--- config.mk ---
export PLATFORM = sky130hd
export DESIGN_NAME = decoder_if_pipe
export DESIGN_NICKNAME = d
export VERILOG_FILES = /design/src/rtl/decoder_if_pipe.sv
export SDC_FILE = /design/constraint.sdc
export NUM_CORES = 1
export LEC_CHECK = 0
export CORE_UTILIZATION = 63
export CTS_CLUSTER_DIAMETER = 200
export CTS_CLUSTER_SIZE = 16
export DETAILED_ROUTE_END_ITERATION = 10
export DONT_BUFFER_PORTS = 1
export PLACE_DENSITY = 0.79
export SYNTH_ARGS = -nofsm -noshare
export SYNTH_HDL_FRONTEND = slang
export SYNTH_SLANG_ARGS = --single-unit
export TNS_END_PERCENT = 5
--- constraint.sdc ---
create_clock -name clk -period 8.1 [get_ports clk]
set_clock_uncertainty 0.15 [all_clocks]
set_input_delay 0.81 -clock clk [delete_from_list [all_inputs] [get_ports clk]]
set_output_delay 0.81 -clock clk [all_outputs]
set_load 0.02 [all_outputs]
--- src/rtl/decoder_if_pipe.sv ---
// RV32I instruction decoder for the IF/ID boundary. Decoded results are held in a
// 2-entry skid buffer so in_ready comes straight from a flop, never from out_ready.
module decoder_if_pipe #(
    parameter bit RV32E = 1'b0,
    parameter int CNT_W = 32
) (
    input  logic             clk,
    input  logic             rst,
    input  logic             flush,
    input  logic             in_valid,
    output logic             in_ready,
    input  logic [31:0]      in_ir,
    input  logic [31:0]      in_pc,
    output logic             out_valid,
    input  logic             out_ready,
    output logic [31:0]      out_ir,
    output logic [31:0]      out_pc,
    output logic [10:0]      out_class,
    output logic [4:0]       out_instr_type,
    output logic [4:0]       out_rd,
    output logic [4:0]       out_rs1,
    output logic [4:0]       out_rs2,
    output logic             out_rf_we,
    output logic             out_illegal,
    output logic [CNT_W-1:0] dec_count
);

    typedef struct packed {
        logic [31:0] ir;
        logic [31:0] pc;
        logic [10:0] cls;
        logic [4:0]  typ;
        logic [4:0]  rd;
        logic [4:0]  rs1;
        logic [4:0]  rs2;
        logic        rf_we;
        logic        illegal;
    } entry_t;

    entry_t      dec;
    entry_t      m_entry;
    entry_t      s_entry;
    logic        m_valid;
    logic        s_valid;
    logic [4:0]  op;
    logic [10:0] cls;
    logic [4:0]  typ;
    logic [4:0]  rd;
    logic [4:0]  rs1;
    logic [4:0]  rs2;
    logic        illegal;
    logic        in_hs;
    logic        out_hs;

    // NOTE: every variable assigned here gets a default first, so no latch is inferred.
    always_comb begin
        op      = in_ir[6:2];
        cls     = '0;
        cls[0]  = (op == 5'b00101);
        cls[1]  = (op == 5'b01101);
        cls[2]  = (op == 5'b11000);
        cls[3]  = (op == 5'b11001);
        cls[4]  = (op == 5'b11011);
        cls[5]  = (op == 5'b00100);
        cls[6]  = (op == 5'b01100);
        cls[7]  = (op == 5'b00000);
        cls[8]  = (op == 5'b01000);
        cls[9]  = (op == 5'b00011);
        cls[10] = (op == 5'b11100);
        typ[0]  = cls[7] | cls[5] | cls[3] | cls[9] | cls[10];
        typ[1]  = cls[8];
        typ[2]  = cls[2];
        typ[3]  = cls[0] | cls[1];
        typ[4]  = cls[4];
        rd      = (typ[1] | typ[2]) ? 5'd0 : in_ir[11:7];
        rs1     = (typ[3] | typ[4]) ? 5'd0 : in_ir[19:15];
        rs2     = (typ[0] | typ[3] | typ[4]) ? 5'd0 : in_ir[24:20];
        illegal = (in_ir[1:0] != 2'b11) || (cls == '0)
                  || (RV32E && (rd[4] || rs1[4] || rs2[4]));

        dec         = '0;
        dec.ir      = in_ir;
        dec.pc      = in_pc;
        dec.illegal = illegal;
        if (!illegal) begin
            dec.cls   = cls;
            dec.typ   = typ;
            dec.rd    = rd;
            dec.rs1   = rs1;
            dec.rs2   = rs2;
            dec.rf_we = (rd != 5'd0);
        end
    end

    assign in_ready = !s_valid;
    assign in_hs    = in_valid && in_ready;
    assign out_hs   = m_valid && out_ready;

    // NOTE: state uses non-blocking assignments so every flop samples pre-edge values.
    // NOTE: payload registers are reset too, so out_* read as zero right after reset.
    always_ff @(posedge clk or posedge rst) begin
        if (rst) begin
            m_valid   <= 1'b0;
            s_valid   <= 1'b0;
            m_entry   <= '0;
            s_entry   <= '0;
            dec_count <= '0;
        end else begin
            if (out_hs) dec_count <= dec_count + CNT_W'(1);

            if (flush) begin
                m_valid <= 1'b0;
                s_valid <= 1'b0;
            end else if (out_hs && s_valid) begin
                m_entry <= s_entry;
                s_valid <= 1'b0;
            end else if (out_hs || !m_valid) begin
                m_valid <= in_hs;
                if (in_hs) m_entry <= dec;
            end else if (in_hs) begin
                // M is full and stalled; the skid entry absorbs this word.
                s_entry <= dec;
                s_valid <= 1'b1;
            end
        end
    end

    assign out_valid      = m_valid;
    assign out_ir         = m_entry.ir;
    assign out_pc         = m_entry.pc;
    assign out_class      = m_entry.cls;
    assign out_instr_type = m_entry.typ;
    assign out_rd         = m_entry.rd;
    assign out_rs1        = m_entry.rs1;
    assign out_rs2        = m_entry.rs2;
    assign out_rf_we      = m_entry.rf_we;
    assign out_illegal    = m_entry.illegal;

endmodule

==> impl_metrics.tcl, run 1 <==
set metrics [dict create \
    status "finished, final reports clean" \
    finalSetupViolCount 0 \
    drc 0 \
    wire_per_inst_um 17.96 \
    critPathLaunch "out_valid" \
    ys_ff_latch 222 \
    post_cts_buffers 0 \
    relSlewSlack 0.3098 \
    drt_wl_total_um 21430 \
    grt_pass1_wl_um 35450 \
    dp_hpwl_um 13150 \
    grt_max_degree 154 \
    cts_buffers 17 \
    h-tree-depth 1 \
    die-width_um 125.8 \
    layout_common_cells "nand2_1, dfrtp_1, nor2_1" \
    die-area_um2 15840 \
    clk_pin_slew_ns 0.07 \
    core_um2 14750 \
    max_freq_ghz 0.3497 \
    ir_worst_vdd_v 0.0001709 \
    drv_slew 0 \
    cts-resized-gates 0 \
    placedCellCount 1175 \
    antenna_found_initial 0 \
    clkSinkCount 222 \
    rsz0062_at_grt "no" \
    synth-main-ff-cell "dfrtp_1" \
    postCtsHoldBufs 0 \
    start_kind "flop" \
    start_util 0.6549 \
    worst_pin_slew_ns 1.035 \
    diodes 0 \
    routed_via_density 5.976 \
    crit_required_ns 8.34 \
    synth_warnings 0 \
    antenna_left 0 \
    nets 1080 \
    yosysSeqAreaShare 0.5749 \
    io_buffers 0 \
    max_cap_viol_count 0 \
    cts_tree "done" \
    synth_area_per_cell_um2 9.151 \
    hold_viol 0 \
    cp-end-kind "flop" \
    first_iter_violations 561 \
    cp_data_arrival_time_ns 3.10 \
    insertion_delay_ns 0.46 \
    finalCritPeriodShare 0.3530 \
    root_buffer "clkbuf_16" \
    layout_min_cycle_time_ns 2.859 \
    critical_path_class "reg -> reg" \
    drt-pass1-iter-count 4 \
    grt-ovfl-total 0 \
    pin_count 200 \
    drive_gt1_frac 0.04361 \
    synth_edf_count 0 \
    rr_startpoint "out_valid" \
    min_from "flush" \
    synth_async_sr_flop_share 1.000 \
    power_density_nw_per_um2 250.0 \
    synthCells 1056 \
    gp_congestion 0.8149 \
    hold_class "in -> reg" \
    leakagePower_uw 0.004659 \
    instances_no_fill 1193 \
    vias 7129 \
    final_common_cell "nand2_1" \
    grt_pass1_vias 6734 \
    area_delta_synth_final_pct 4.040 \
    path_max_fanout 50 \
    syn-num-nets 1126 \
    syn_area_um2 9663 \
    synth.distinct_cells 58 \
    finalSetupTns_ns 0 \
    grt.total_usage 0.2762 \
    clockBufferDepth 3 \
    die_h_um 125.8 \
    row_count 44 \
]
cells in the mapped netlist, types with 2 or more instances:
| master | n | area (um2) |
|---|---|---|
| nor3_2 | 2 | 20.02 |
| dfrtp_1 | 222 | 5555 |
| a22o_1 | 5 | 43.79 |
| and2_1 | 3 | 18.77 |
| o2111ai_1 | 7 | 61.31 |
| nor4_1 | 2 | 12.51 |
| nand4b_1 | 2 | 17.52 |
| o21a_1 | 2 | 15.01 |
| o211ai_1 | 2 | 15.01 |
| a21oi_1 | 34 | 170.2 |
| and3_1 | 13 | 81.33 |
| buf_6 | 2 | 22.52 |
| buf_1 | 4 | 15.01 |
| nand2_1 | 376 | 1411 |
| o21ai_1 | 2 | 10.01 |
| nor3_1 | 3 | 15.01 |
| buf_4 | 15 | 112.6 |
| nor2b_1 | 2 | 12.51 |
| nand3_1 | 32 | 160.2 |
| or3_1 | 3 | 18.77 |
| nor2_1 | 91 | 341.6 |
| xnor2_1 | 27 | 236.5 |
| o31ai_1 | 7 | 52.55 |
| buf_2 | 24 | 120.1 |
| a221o_1 | 5 | 50.05 |
| a31oi_1 | 68 | 425.4 |
| nand4_1 | 17 | 106.4 |
| inv_1 | 8 | 30.03 |
| clkbuf_1 | 28 | 105.1 |
| xor2_1 | 4 | 35.03 |
| o21ai_0 | 17 | 85.08 |
where the power goes:
group	internal (uW)	leakage, uW	switching, uW
Clock	383	0.000217	350
Sequential	1280	0.00277	251
Combinational	101	0.00167	147
Total	1770	0.00466	747
flip-flops by register name, indices dropped and copies added (netlist names):
signal          cells
s_valid             1
out_class          11
out_rs2             5
out_rs1             5
s_entry            94
out_rd              5
out_valid           1
out_instr_type      2
out_ir             32
out_illegal         1
dec_count          32
out_rf_we           1
out_pc             32
metal layers:
metal	global-route usage	up-vias	routed length (um)
li1	-	3420	-
met1	0.3970	3426	9302
met2	0.4281	266	9868
met3	0.07732	17	2033
met4	0.04890	0	227
met5	0	-	0
worst paths after layout:
check,endpoint,slack (ns),cells past startpoint
min in group asynchronous,s_entry[36],0.30,1
setup reg to reg,s_entry[7],5.24,5
hold reg to reg,s_entry[6],0.32,2
max in group asynchronous,out_ir[13],6.05,2
setup / recovery,s_entry[7],5.24,5
hold / removal,out_valid,0.26,1
cells by family after synthesis:
group	after synthesis	share of synthesized area
adder cells (fa/ha/maj)	1	0.001295
AO/OA/AOI/OAI	159	0.1085
AND/OR/NAND/NOR	560	0.2430
multiplexers	2	0.002201
XOR/XNOR	31	0.02810
flip-flops	222	0.5749
buffers and inverters	81	0.04195
worst max-delay path, stage by stage, from the launching register on:
cell	delay, ns
dfrtp_1	0.65
nand2b_1	0.20
nor3_4	0.74
buf_4	0.62
o211a_4	0.28
a22o_1	0.13
metrics by stage:
| stage | hold WS (ns) | worst slack (ns) | util | power, uW | area [um2] |
|---|---|---|---|---|---|
| 4_1_cts | 0.2472 | 5.233 | 0.6814 | 2539 | 10050 |
| 6_report | 0.2620 | 5.241 | 0.6814 | 2513 | 10050 |
| 2_1_floorplan | 0.2877 | 1.062 | - | 1732 | 9663 |
| 3_3_place_gp | 0.3007 | 5.188 | 0.6516 | 1785 | 9614 |
| 3_5_place_dp | 0.3063 | 5.083 | 0.6516 | 1803 | 9614 |
| 5_1_grt | 0.2473 | 5.072 | 0.6814 | 2640 | 10050 |
final cells by class:
cell class                 instances  area [um2]
fill                            1116        4701
inverter                           8       37.54
clock buffer                      18       439.2
timing repair buffer               8       60.06
tap                              184       230.2
multi-input combinational        753        3731
sequential                       222        5555
(Power assumes the default switching activity.)
==> run 2: changes to the inputs <==
--- a/config.mk
+++ b/config.mk
@@ -5,6 +5,7 @@
 export SDC_FILE = /design/constraint.sdc
 export NUM_CORES = 1
 export LEC_CHECK = 0
+export ABC_AREA = 1
 export CORE_UTILIZATION = 63
 export CTS_CLUSTER_DIAMETER = 200
 export CTS_CLUSTER_SIZE = 16
==> constraint.sdc (replaced) <==
create_clock -name clk -period 2.9 [get_ports clk]
set_clock_uncertainty 0.15 [all_clocks]
set_input_delay 0.29 -clock clk [delete_from_list [all_inputs] [get_ports clk]]
set_output_delay 0.29 -clock clk [all_outputs]
set_load 0.02 [all_outputs]
==> run 2 against run 1 <==
  * Fmax is 28% higher
  * Sequential cell count stayed put
  * Synthesized cell count is 15% higher
  * Design area is 11% higher
  * Hold slack worse by 0.21 ns
  * Cell count is 22% higher
  * Register-to-register slack worse by 4.6 ns
  * Combinational power grew to 3.3 times the previous value
  * Count of clock-buffer cells in the layout stayed put
  * Die area is 2.7% higher
  * Largest power group unchanged
==> impl_metrics.tcl, run 2 <==
set metrics [dict create \
    syn_area_um2 9930 \
    hold_class "in -> reg" \
    drt_wl_total_um 23770 \
    synth_area_per_cell_um2 8.172 \
    area_delta_synth_final_pct 12.36 \
    p_total_uw 7087 \
    grt_max_degree 138 \
    layout_min_cycle_time_ns 2.237 \
    relSlewSlack 0.4461 \
    synth_edf_count 0 \
    row_count 45 \
    antenna_found_initial 0 \
    cp-endpoint "out_class[6]" \
    switching_share 0.2990 \
    critical_path_class "reg -> reg" \
    post_cts_buffers 0 \
    p_sw_uw 2119 \
    ff2ff_path_depth 9 \
    max_cap_viol_count 0 \
    critPathLaunch "out_valid" \
    start_util 0.6484 \
    ir_worst_vdd_v 0.0004905 \
    insertion_delay_ns 0.48 \
    timing.rr.end "out_class[6]" \
    cts-resized-gates 0 \
    synth_warnings 0 \
    synth_top_area_share 0.5595 \
    p_int_uw 4968 \
    start_kind "flop" \
    grt_pass1_wl_um 38050 \
    synthCells 1215 \
    power_density_nw_per_um2 635.2 \
    gp_congestion 0.8810 \
    grt_pass1_vias 7410 \
    yosysSeqAreaShare 0.5595 \
    clkSinkCount 222 \
    cp_data_arrival_time_ns 2.45 \
    crit_required_ns 3.11 \
    die_h_um 127.5 \
    diodes 0 \
    grt-ovfl-total 0 \
    synth_area_leaders "dfrtp_1, nand2_1, nor2_1, a31oi_1, inv_1" \
    utilization 0.7285 \
    first_iter_violations 800 \
    wire_per_inst_um 16.33 \
    p_clk_frac 0.294 \
    nets 1316 \
    worst_pin_slew_ns 0.8309 \
    drt-pass1-iter-count 5 \
    synth.distinct_cells 30 \
    syn-num-nets 1285 \
    rrSetupSlack_ns 0.66 \
    hold_viol 0 \
    vias 8118 \
    drc 0 \
    pwr-share-seq 0.589 \
    final_common_cell "nand2_1" \
    clk_pin_slew_ns 0.07 \
    status "finished, final reports clean" \
    root_buffer "clkbuf_16" \
    leakagePower_uw 0.005760 \
    ys_ff_latch 222 \
    antenna_left 0 \
    pwr-share-comb 0.117 \
    finalCritPeriodShare 0.7712 \
    path_max_fanout 32 \
    cts_tree "done" \
    synth-main-ff-cell "dfrtp_1" \
    yosysTopAreaCell "dfrtp_1" \
    grt.total_usage 0.2940 \
    cts_buffers 17 \
    dp_hpwl_um 14370 \
    rr_startpoint "out_valid" \
    pin_count 200 \
    top_register "s_entry" \
    finalSetupViolCount 0 \
    largest_register_ffs 94 \
    rsz0062_at_grt "no" \
    h-tree-depth 1 \
    synth_common_cells "nand2_1, dfrtp_1, nor2_1" \
    clockBufferDepth 3 \
    synth_async_sr_flop_share 1.000 \
    cp-end-kind "flop" \
    layout_common_cells "nand2_1, dfrtp_1, nor2_1" \
    drive_gt1_frac 0.03534 \
    routed_via_density 5.576 \
    io_buffers 0 \
    drv_slew 0 \
    die-width_um 127.5 \
    die-area_um2 16270 \
    synth_most_common_cell "nand2_1" \
    core_um2 15310 \
    max_freq_ghz 0.4471 \
]
==> run 2: changes by cell type in the layout (fill, tap and decap cells not counted), sizes merged, moves of 7 or more <==
cell and delta:
xor2 +8, a21oi -29, xnor2 -12, inv +49
nand2 +112, o21ai +25, and3 -13, nand3 +11
nor2 +66, dlygate4sd3 +68, o2111ai -7
==> run 2: power by group through the flow <==
stage	logic, uW	clock network (uW)	registers [uW]
CTS	824	2110	4170
detailed placement	727	0	4220
global placement	696	0	4210
global route	948	2230	4230
finish	828	2080	4180
floorplan	609	0	4120
==> run 2: area by class of cell <==
cell class	count	area, um2
Tap cell	211	264.0
Multi-Input combinational cell	868	3841
Sequential cell	222	5555
Inverter	59	226.5
Clock buffer	18	439.2
Fill cell	1169	4158
Timing Repair Buffer	78	830.8
==> run 2: per-layer routing <==
| layer | vias to the layer above | part of all wire | routed length (um) | track usage |
|---|---|---|---|---|
| li1 | 3894 | - | - | - |
| met1 | 3853 | 0.44 | 10370 | 0.4287 |
| met2 | 326 | 0.45 | 10630 | 0.4372 |
| met3 | 45 | 0.089 | 2121 | 0.07747 |
| met4 | 0 | 0.028 | 657 | 0.08193 |
| met5 | - | 0 | 0 | 0 |
==> run 2: worst min-delay path by stage <==
stage                  start     endpoint  slack [ns]  cells past startpoint
floorplan              flush    out_valid        0.20                      1
global placement         rst   s_entry[8]        0.21                      2
detailed placement       rst   out_rs1[1]        0.21                      2
CTS                 in_ir[6]  s_entry[29]        0.04                      5
global route        in_ir[6]  s_entry[29]        0.06                      5
finish              in_ir[6]  s_entry[29]        0.05                      5
==> run 2: repair_timing <==
item / 4_1_cts / 5_1_grt
hold buffers: 68 / 0
endpoints found under the setup margin: 0 / 0
endpoints found under the hold margin: 373 / 0
==> run 2: worst max-delay path, cell delays in order, from the launching register on <==
cell and delay [ns]:
dfrtp_1 0.51, inv_1 0.06, or2_2 0.30, nand3_1 0.12
o21ai_4 0.09, inv_2 0.40, buf_4 0.31, nor2_1 0.06
nand2_1 0.07, nand2_1 0.05
==> run 2: kinds of logic (layout without fill, tap and decap cells) <==
family / Yosys count / in the layout / share of synthesized area
buffers and inverters: 125 / 155 / 0.05444
xor gates and xnor gates: 27 / 27 / 0.02382
AOI/OAI and AO/OA: 126 / 126 / 0.07573
adders and majority gates: 1 / 1 / 0.001260
and+or+nand+nor: 714 / 714 / 0.2853
DFF: 222 / 222 / 0.5595
==> run 2: metrics by stage <==
step           hold slack, ns  setup WS, ns  cells  instance area [um2]  setup TNS [ns]
2_1_floorplan          0.2035       -0.4361   1215                 9933          -96.80
3_3_place_gp           0.2054        0.7096   1370                10040               0
3_5_place_dp           0.2050        0.6710   1370                10040               0
4_1_cts               0.03834        0.6517   1456                11160               0
5_1_grt               0.06185        0.4932   1456                11160               0
6_report              0.04870        0.6635   1456                11160               0
